## src/rtl/mips_ctrl_pkg.sv

```systemverilog
// Shared constants for the multi-cycle MIPS control unit: state encoding,
// opcode/funct values, ALU operation codes and datapath select codes.
package mips_ctrl_pkg;

    typedef logic [3:0] state_t;

    localparam state_t IDLE   = 4'd0;
    localparam state_t FETCH  = 4'd1;
    localparam state_t DECODE = 4'd2;
    localparam state_t MEMADR = 4'd3;
    localparam state_t MEMRD  = 4'd4;
    localparam state_t MEMWB  = 4'd5;
    localparam state_t MEMWR  = 4'd6;
    localparam state_t EXEC   = 4'd7;
    localparam state_t ALUWB  = 4'd8;
    localparam state_t BRANCH = 4'd9;
    localparam state_t ADDIEX = 4'd10;
    localparam state_t ADDIWB = 4'd11;
    localparam state_t JUMP   = 4'd12;

    localparam logic [5:0] OP_RTYPE = 6'h00;
    localparam logic [5:0] OP_J     = 6'h02;
    localparam logic [5:0] OP_BEQ   = 6'h04;
    localparam logic [5:0] OP_ADDI  = 6'h08;
    localparam logic [5:0] OP_LW    = 6'h23;
    localparam logic [5:0] OP_SW    = 6'h2B;

    localparam logic [5:0] FN_ADD = 6'h20;
    localparam logic [5:0] FN_SUB = 6'h22;
    localparam logic [5:0] FN_AND = 6'h24;
    localparam logic [5:0] FN_OR  = 6'h25;
    localparam logic [5:0] FN_SLT = 6'h2A;

    localparam logic [3:0] ALU_AND = 4'b0000;
    localparam logic [3:0] ALU_OR  = 4'b0001;
    localparam logic [3:0] ALU_ADD = 4'b0010;
    localparam logic [3:0] ALU_SUB = 4'b0110;
    localparam logic [3:0] ALU_SLT = 4'b0111;

    localparam logic [1:0] SRCB_REG   = 2'b00;
    localparam logic [1:0] SRCB_FOUR  = 2'b01;
    localparam logic [1:0] SRCB_IMM   = 2'b10;
    localparam logic [1:0] SRCB_IMMSH = 2'b11;

    localparam logic [1:0] PC_ALU    = 2'b00;
    localparam logic [1:0] PC_ALUOUT = 2'b01;
    localparam logic [1:0] PC_JUMP   = 2'b10;

    // States that sit on the memory handshake and may time out.
    function automatic logic is_wait_state(input state_t s);
        return (s == FETCH) || (s == MEMRD) || (s == MEMWR);
    endfunction

endpackage

```

## src/rtl/mips_mc_ctrl_alu_dec.sv

```systemverilog
// R-type funct decoder: maps funct to an ALU operation and flags unsupported
// funct values. Also used by the standalone ALU bench.
module mips_alu_dec (
    input  logic [5:0] funct,
    output logic [3:0] aluctr,
    output logic       legal
);
    import mips_ctrl_pkg::*;

    always_comb begin
        aluctr = ALU_ADD;
        legal  = 1'b1;
        case (funct)
            FN_ADD:  aluctr = ALU_ADD;
            FN_SUB:  aluctr = ALU_SUB;
            FN_AND:  aluctr = ALU_AND;
            FN_OR:   aluctr = ALU_OR;
            FN_SLT:  aluctr = ALU_SLT;
            default: legal  = 1'b0;
        endcase
    end

endmodule

```

## src/rtl/mips_mc_ctrl.sv

```systemverilog
// Multi-cycle MIPS control FSM sequencing a shared ALU and unified memory.
// Optional performance counters are built when CTRL_PERF_EN is defined.
module mips_mc_ctrl #(
    parameter int WAIT_LIMIT = 0,
    parameter int CNT_W      = 32
) (
    input  logic             Clk,
    input  logic             Rst,
    input  logic [5:0]       OpCode,
    input  logic [5:0]       Funct,
    input  logic             Zero,
    input  logic             MemReady,
    output logic             IorD,
    output logic             MemRead,
    output logic             MemWrite,
    output logic             IRWrite,
    output logic             RegDst,
    output logic             MemToReg,
    output logic             RegWrite,
    output logic             ALUSrcA,
    output logic [1:0]       ALUSrcB,
    output logic [3:0]       ALUCtr,
    output logic [1:0]       PCSrc,
    output logic             PCEn,
    output logic             InstrDone,
    output logic             Illegal,
    output logic             BusErr,
    output logic [CNT_W-1:0] InstrCount,
    output logic [CNT_W-1:0] CycleCount
);
    import mips_ctrl_pkg::*;

    state_t     state, next_state;
    logic [3:0] funct_ctr;
    logic       funct_legal;
    logic       op_legal;
    logic       timeout;

    mips_alu_dec u_alu_dec (
        .funct  (Funct),
        .aluctr (funct_ctr),
        .legal  (funct_legal)
    );

    // Timeout fires on the WAIT_LIMIT-th consecutive not-ready cycle; a ready
    // in that same cycle masks it because the count only covers MemReady=0.
    generate
        if (WAIT_LIMIT > 0) begin : g_timeout
            localparam int WW = $clog2(WAIT_LIMIT + 1);
            logic [WW-1:0] wait_cnt;
            logic          waiting;

            assign waiting = is_wait_state(state);
            assign timeout = waiting && !MemReady && (wait_cnt == WW'(WAIT_LIMIT - 1));

            always_ff @(posedge Clk or posedge Rst) begin
                if (Rst)
                    wait_cnt <= '0;
                else if (waiting && !MemReady && !timeout)
                    wait_cnt <= wait_cnt + WW'(1);
                else
                    wait_cnt <= '0;
            end
        end else begin : g_no_timeout
            assign timeout = 1'b0;
        end
    endgenerate

    always_comb begin
        op_legal = 1'b1;
        case (OpCode)
            OP_RTYPE:                             op_legal = funct_legal;
            OP_LW, OP_SW, OP_BEQ, OP_ADDI, OP_J:  op_legal = 1'b1;
            default:                              op_legal = 1'b0;
        endcase
    end

    always_ff @(posedge Clk or posedge Rst) begin
        if (Rst)
            state <= IDLE;
        else
            state <= next_state;
    end

    always_comb begin
        next_state = state;
        case (state)
            IDLE:   next_state = FETCH;
            FETCH:  if (MemReady) next_state = DECODE;
            DECODE: begin
                if (!op_legal)
                    next_state = FETCH;
                else begin
                    case (OpCode)
                        OP_LW, OP_SW: next_state = MEMADR;
                        OP_BEQ:       next_state = BRANCH;
                        OP_ADDI:      next_state = ADDIEX;
                        OP_J:         next_state = JUMP;
                        default:      next_state = EXEC;
                    endcase
                end
            end
            MEMADR: next_state = (OpCode == OP_LW) ? MEMRD : MEMWR;
            MEMRD: begin
                if (MemReady)
                    next_state = MEMWB;
                else if (timeout)
                    next_state = FETCH;
            end
            MEMWR:  if (MemReady || timeout) next_state = FETCH;
            EXEC:   next_state = ALUWB;
            ADDIEX: next_state = ADDIWB;
            MEMWB, ALUWB, BRANCH, ADDIWB, JUMP: next_state = FETCH;
            default: next_state = IDLE;
        endcase
    end

    always_comb begin
        IorD      = 1'b0;
        MemRead   = 1'b0;
        MemWrite  = 1'b0;
        IRWrite   = 1'b0;
        RegDst    = 1'b0;
        MemToReg  = 1'b0;
        RegWrite  = 1'b0;
        ALUSrcA   = 1'b0;
        ALUSrcB   = SRCB_REG;
        ALUCtr    = ALU_AND;
        PCSrc     = PC_ALU;
        PCEn      = 1'b0;
        InstrDone = 1'b0;
        Illegal   = 1'b0;
        BusErr    = 1'b0;
        case (state)
            FETCH: begin
                MemRead = 1'b1;
                ALUSrcB = SRCB_FOUR;
                ALUCtr  = ALU_ADD;
                IRWrite = MemReady;
                PCEn    = MemReady;
                BusErr  = timeout;
            end
            DECODE: begin
                ALUSrcB = SRCB_IMMSH;
                ALUCtr  = ALU_ADD;
                Illegal = !op_legal;
            end
            MEMADR, ADDIEX: begin
                ALUSrcA = 1'b1;
                ALUSrcB = SRCB_IMM;
                ALUCtr  = ALU_ADD;
            end
            MEMRD: begin
                MemRead = 1'b1;
                IorD    = 1'b1;
                BusErr  = timeout;
            end
            MEMWB: begin
                RegWrite  = 1'b1;
                MemToReg  = 1'b1;
                InstrDone = 1'b1;
            end
            MEMWR: begin
                MemWrite  = 1'b1;
                IorD      = 1'b1;
                InstrDone = MemReady;
                BusErr    = timeout;
            end
            EXEC: begin
                ALUSrcA = 1'b1;
                ALUCtr  = funct_ctr;
            end
            ALUWB: begin
                RegWrite  = 1'b1;
                RegDst    = 1'b1;
                InstrDone = 1'b1;
            end
            BRANCH: begin
                ALUSrcA   = 1'b1;
                ALUCtr    = ALU_SUB;
                PCSrc     = PC_ALUOUT;
                PCEn      = Zero;
                InstrDone = 1'b1;
            end
            ADDIWB: begin
                RegWrite  = 1'b1;
                InstrDone = 1'b1;
            end
            JUMP: begin
                PCSrc     = PC_JUMP;
                PCEn      = 1'b1;
                InstrDone = 1'b1;
            end
            default: ;
        endcase
    end

`ifdef CTRL_PERF_EN
    logic [CNT_W-1:0] instr_cnt;
    logic [CNT_W-1:0] cycle_cnt;

    always_ff @(posedge Clk or posedge Rst) begin
        if (Rst) begin
            instr_cnt <= '0;
            cycle_cnt <= '0;
        end else begin
            cycle_cnt <= cycle_cnt + CNT_W'(1);
            if (InstrDone)
                instr_cnt <= instr_cnt + CNT_W'(1);
        end
    end

    assign InstrCount = instr_cnt;
    assign CycleCount = cycle_cnt;
`else
    assign InstrCount = '0;
    assign CycleCount = '0;
`endif

endmodule

```

## config.mk

```make
export PLATFORM = sky130hd
export DESIGN_NAME = mips_mc_ctrl
export DESIGN_NICKNAME = d
export VERILOG_FILES = /design/src/rtl/mips_ctrl_pkg.sv /design/src/rtl/mips_mc_ctrl_alu_dec.sv /design/src/rtl/mips_mc_ctrl.sv
export SDC_FILE = /design/constraint.sdc
export NUM_CORES = 1
export LEC_CHECK = 0
export ABC_AREA = 1
export CAP_MARGIN = 20
export CORE_AREA = 3 3 70 65
export CTS_BUF_LIST = sky130_fd_sc_hd__clkbuf_4 sky130_fd_sc_hd__clkbuf_8
export CTS_CLUSTER_DIAMETER = 50
export DETAILED_ROUTE_END_ITERATION = 6
export DIE_AREA = 0 0 73 68
export PLACE_DENSITY = 0.86
export REMOVE_ABC_BUFFERS = 1
export SKIP_CTS_REPAIR_TIMING = 1
export SYNTH_ARGS = -nofsm -noshare
export SYNTH_HDL_FRONTEND = slang
export SYNTH_SLANG_ARGS = --single-unit
```

## constraint.sdc

```tcl
create_clock -name Clk -period 1 [get_ports Clk]
set_input_delay 0.1 -clock Clk [delete_from_list [all_inputs] [get_ports Clk]]
set_output_delay 0.1 -clock Clk [all_outputs]
set_load 0.02 [all_outputs]
```

==> flow_metrics.tcl <==
set metrics [dict create \
    top_usage_layer "met2" \
    max_freq_ghz 0.623 \
    post-synth-top-count-cell "buf_4" \
    die-area_um2 4960 \
    drt_iter0_drc 35 \
    ys_warn_count 0 \
    largest_reg_flops 4 \
    final_nets 265 \
    cts_htree_levels 1 \
    synth_flop_cell "dfrtp_1" \
    dpl.hpwl_um 2300 \
    synth_edf_count 0 \
    port_buffers 33 \
    drive_above_1_share_pct 40.1 \
    clk_latency_ns 0.21 \
    grt_pass1_vias 888 \
    grtUsageMet2_pct 17.4 \
    synth_area_um2 1110 \
    min_path_type "input port to async pin" \
    top_register "state" \
    coreArea_um2 3810 \
    rsz0062_at_grt "true" \
    grt_max_degree 6 \
    whs_ns 0.0785 \
    wire_per_inst_um 10.2 \
    cts_buffer_depth 2 \
    initial_core_util_pct 29.2 \
    peakVddDrop_uv 563 \
    antenna_found_initial 0 \
    async_flop_share_pct 100 \
    cp_cell_sequence "inv_2 -> nor2_2 -> inv_2 -> nor2_4 -> nor2_2 -> o21ai_2 -> nor3_2 -> o21ai_2 -> buf_6" \
    start_kind "flop" \
    antenna_cells 0 \
    cts_root_buf "clkbuf_8" \
    area_growth_syn_to_layout_pct 50.4 \
    routed_wl_um 2980 \
    crit_fanout 4 \
    fin_ws_ns -0.606 \
    critPathRequiredTime_ns 0.90 \
    yosys.area.top_type "buf_4" \
    p_sw_share_pct 52.6 \
    reg_top3 "state (4)" \
    slowest_delay_ns 0.43 \
    skew_ns 0.00128 \
    drt-pass1-iter-count 4 \
    synthCells 180 \
    die_y_um 68 \
    p_per_area_nw_per_um2 2070 \
    avgSynthCellArea_um2 6.18 \
    grt_util_met3_pct 1.47 \
    avgViaCountPerCell 3.84 \
    worst_ep_arrival_time_ns 1.51 \
    clkPwrFrac_pct 9.5 \
    synth_cell_types 22 \
    yosys-top-cells-area "buf_4 45%, dfrtp_1 9.0%, nand2_1 7.8%" \
    drcViolationCount 0 \
    cap_violations 0 \
    slew_viol_final 0 \
    ys_top_cells_by_count "66 x buf_4, 23 x nand2_1, 22 x nor2_1, 19 x inv_1, 12 x nand3_1" \
    vias 1124 \
    ys_ff_latch 4 \
    report.final.setup_viol 22 \
    yosysSeqAreaShare_pct 9.00 \
    p_leak_nw 1.01 \
    numCtsBuffers 3 \
    antenna_left 0 \
    pwr-share-seq_pct 9.8 \
    p_switching_mw 1.82 \
    setup_tns_ns -9.64 \
    grt_pass1_wl_um 3670 \
    grt.total_usage_pct 9.19 \
    worst-setup-path-type "flop to output pin" \
    finalHoldViolations 0 \
    gr-usage-met1_pct 10.5 \
    period_minus_slack_ns 1.61 \
    clock_sinks 4 \
    endpoint_kind "output pin" \
    globalRouteOverflowTotal 0 \
    gp_congestion 0.812 \
    synth_top_area_share_pct 44.5 \
    status "finished with violations" \
    io-pin-count 100 \
    internal_power_mw 1.64 \
    violations "setup timing" \
    clkTransAtPathRegs_ns 0.03 \
    die_w_um 73 \
    cts_tree "built" \
    crit_slowest_cell "dfrtp_2" \
    fin_util_pct 43.9 \
    fin_crit_sh_pct 161 \
    num_rows 21 \
    comb_power_share_pct 80.7 \
]
## stage by stage
step | power (mW) | std cells | cell area (µm²) | setup WS (ns)
global placement | 2.67 | 283 | 1440 | -0.860
floorplan | 1.62 | 179 | 861 | -0.628
CTS | 3.06 | 286 | 1480 | -1.10
global route | 3.71 | 293 | 1670 | -0.721
finish | 3.46 | 293 | 1670 | -0.606
detailed placement | 2.72 | 283 | 1440 | -0.888
## worst max-delay path: cells and delay by family, from the launching register on
kind            cells  cell delay, ns
simple gates        4            0.40
compound gates      2            0.15
flops               1            0.43
buf+inv             3            0.33
## layout by cell type (no fill, tap or decap), types with 6 or more instances in the layout
master,n
conb_1,66
buf_4,31
nand2_1,21
inv_1,14
buf_6,14
nor2_4,10
nor2_2,10
nor2_1,9
nand3_1,9
clkdlybuf4s50_1,9
inv_2,8
dlymetal6s2s_1,6
## path summary, 6_finish.rpt
check	start	to	slack, ns	cells past startpoint
setup / recovery	state[0]	InstrDone	-0.61	9
setup reg to reg	state[0]	state[1]	-0.45	9
min in group Clk	OpCode[3]	state[1]	0.47	7
max in group asynchronous	Rst	state[1]	0.76	2
hold / removal	Rst	state[0]	0.08	2
hold reg to reg	state[2]	state[2]	0.71	3
## power groups by stage
stage          logic [mW]  clock network, mW  registers, mW
6_report             2.79              0.329          0.340
5_1_grt              3.02              0.345          0.345
4_1_cts              2.41              0.334          0.308
3_5_place_dp         2.41                  0          0.309
3_3_place_gp         2.37                  0          0.301
2_1_floorplan        1.33                  0          0.289
## layer usage
layer,share of wire [%],vias up
met4,0,0
met1,35,496
li1,-,566
met2,57,62
met5,0,-
met3,8.5,0
## cell type report
| type | instances | area, µm² |
|---|---|---|
| inverters | 24 | 95.1 |
| well taps | 46 | 57.6 |
| clock buffers | 3 | 41.3 |
| flip-flops and latches | 4 | 105 |
| multi-input cells | 151 | 793 |
| fillers | 394 | 2140 |
| repair buffers | 65 | 581 |
## kinds of logic (layout without fill, tap and decap cells)
kind of cell | count (synthesis) | count (layout) | share of synthesized area, %
AND/OR/NAND/NOR | 70 | 70 | 28.9
flip-flops | 4 | 4 | 9.00
buffers and inverters | 90 | 92 | 52.6
AO/OA/AOI/OAI | 15 | 15 | 9.11
other | 1 | 66 | 0.337
Power figures use the tool's default switching activity.
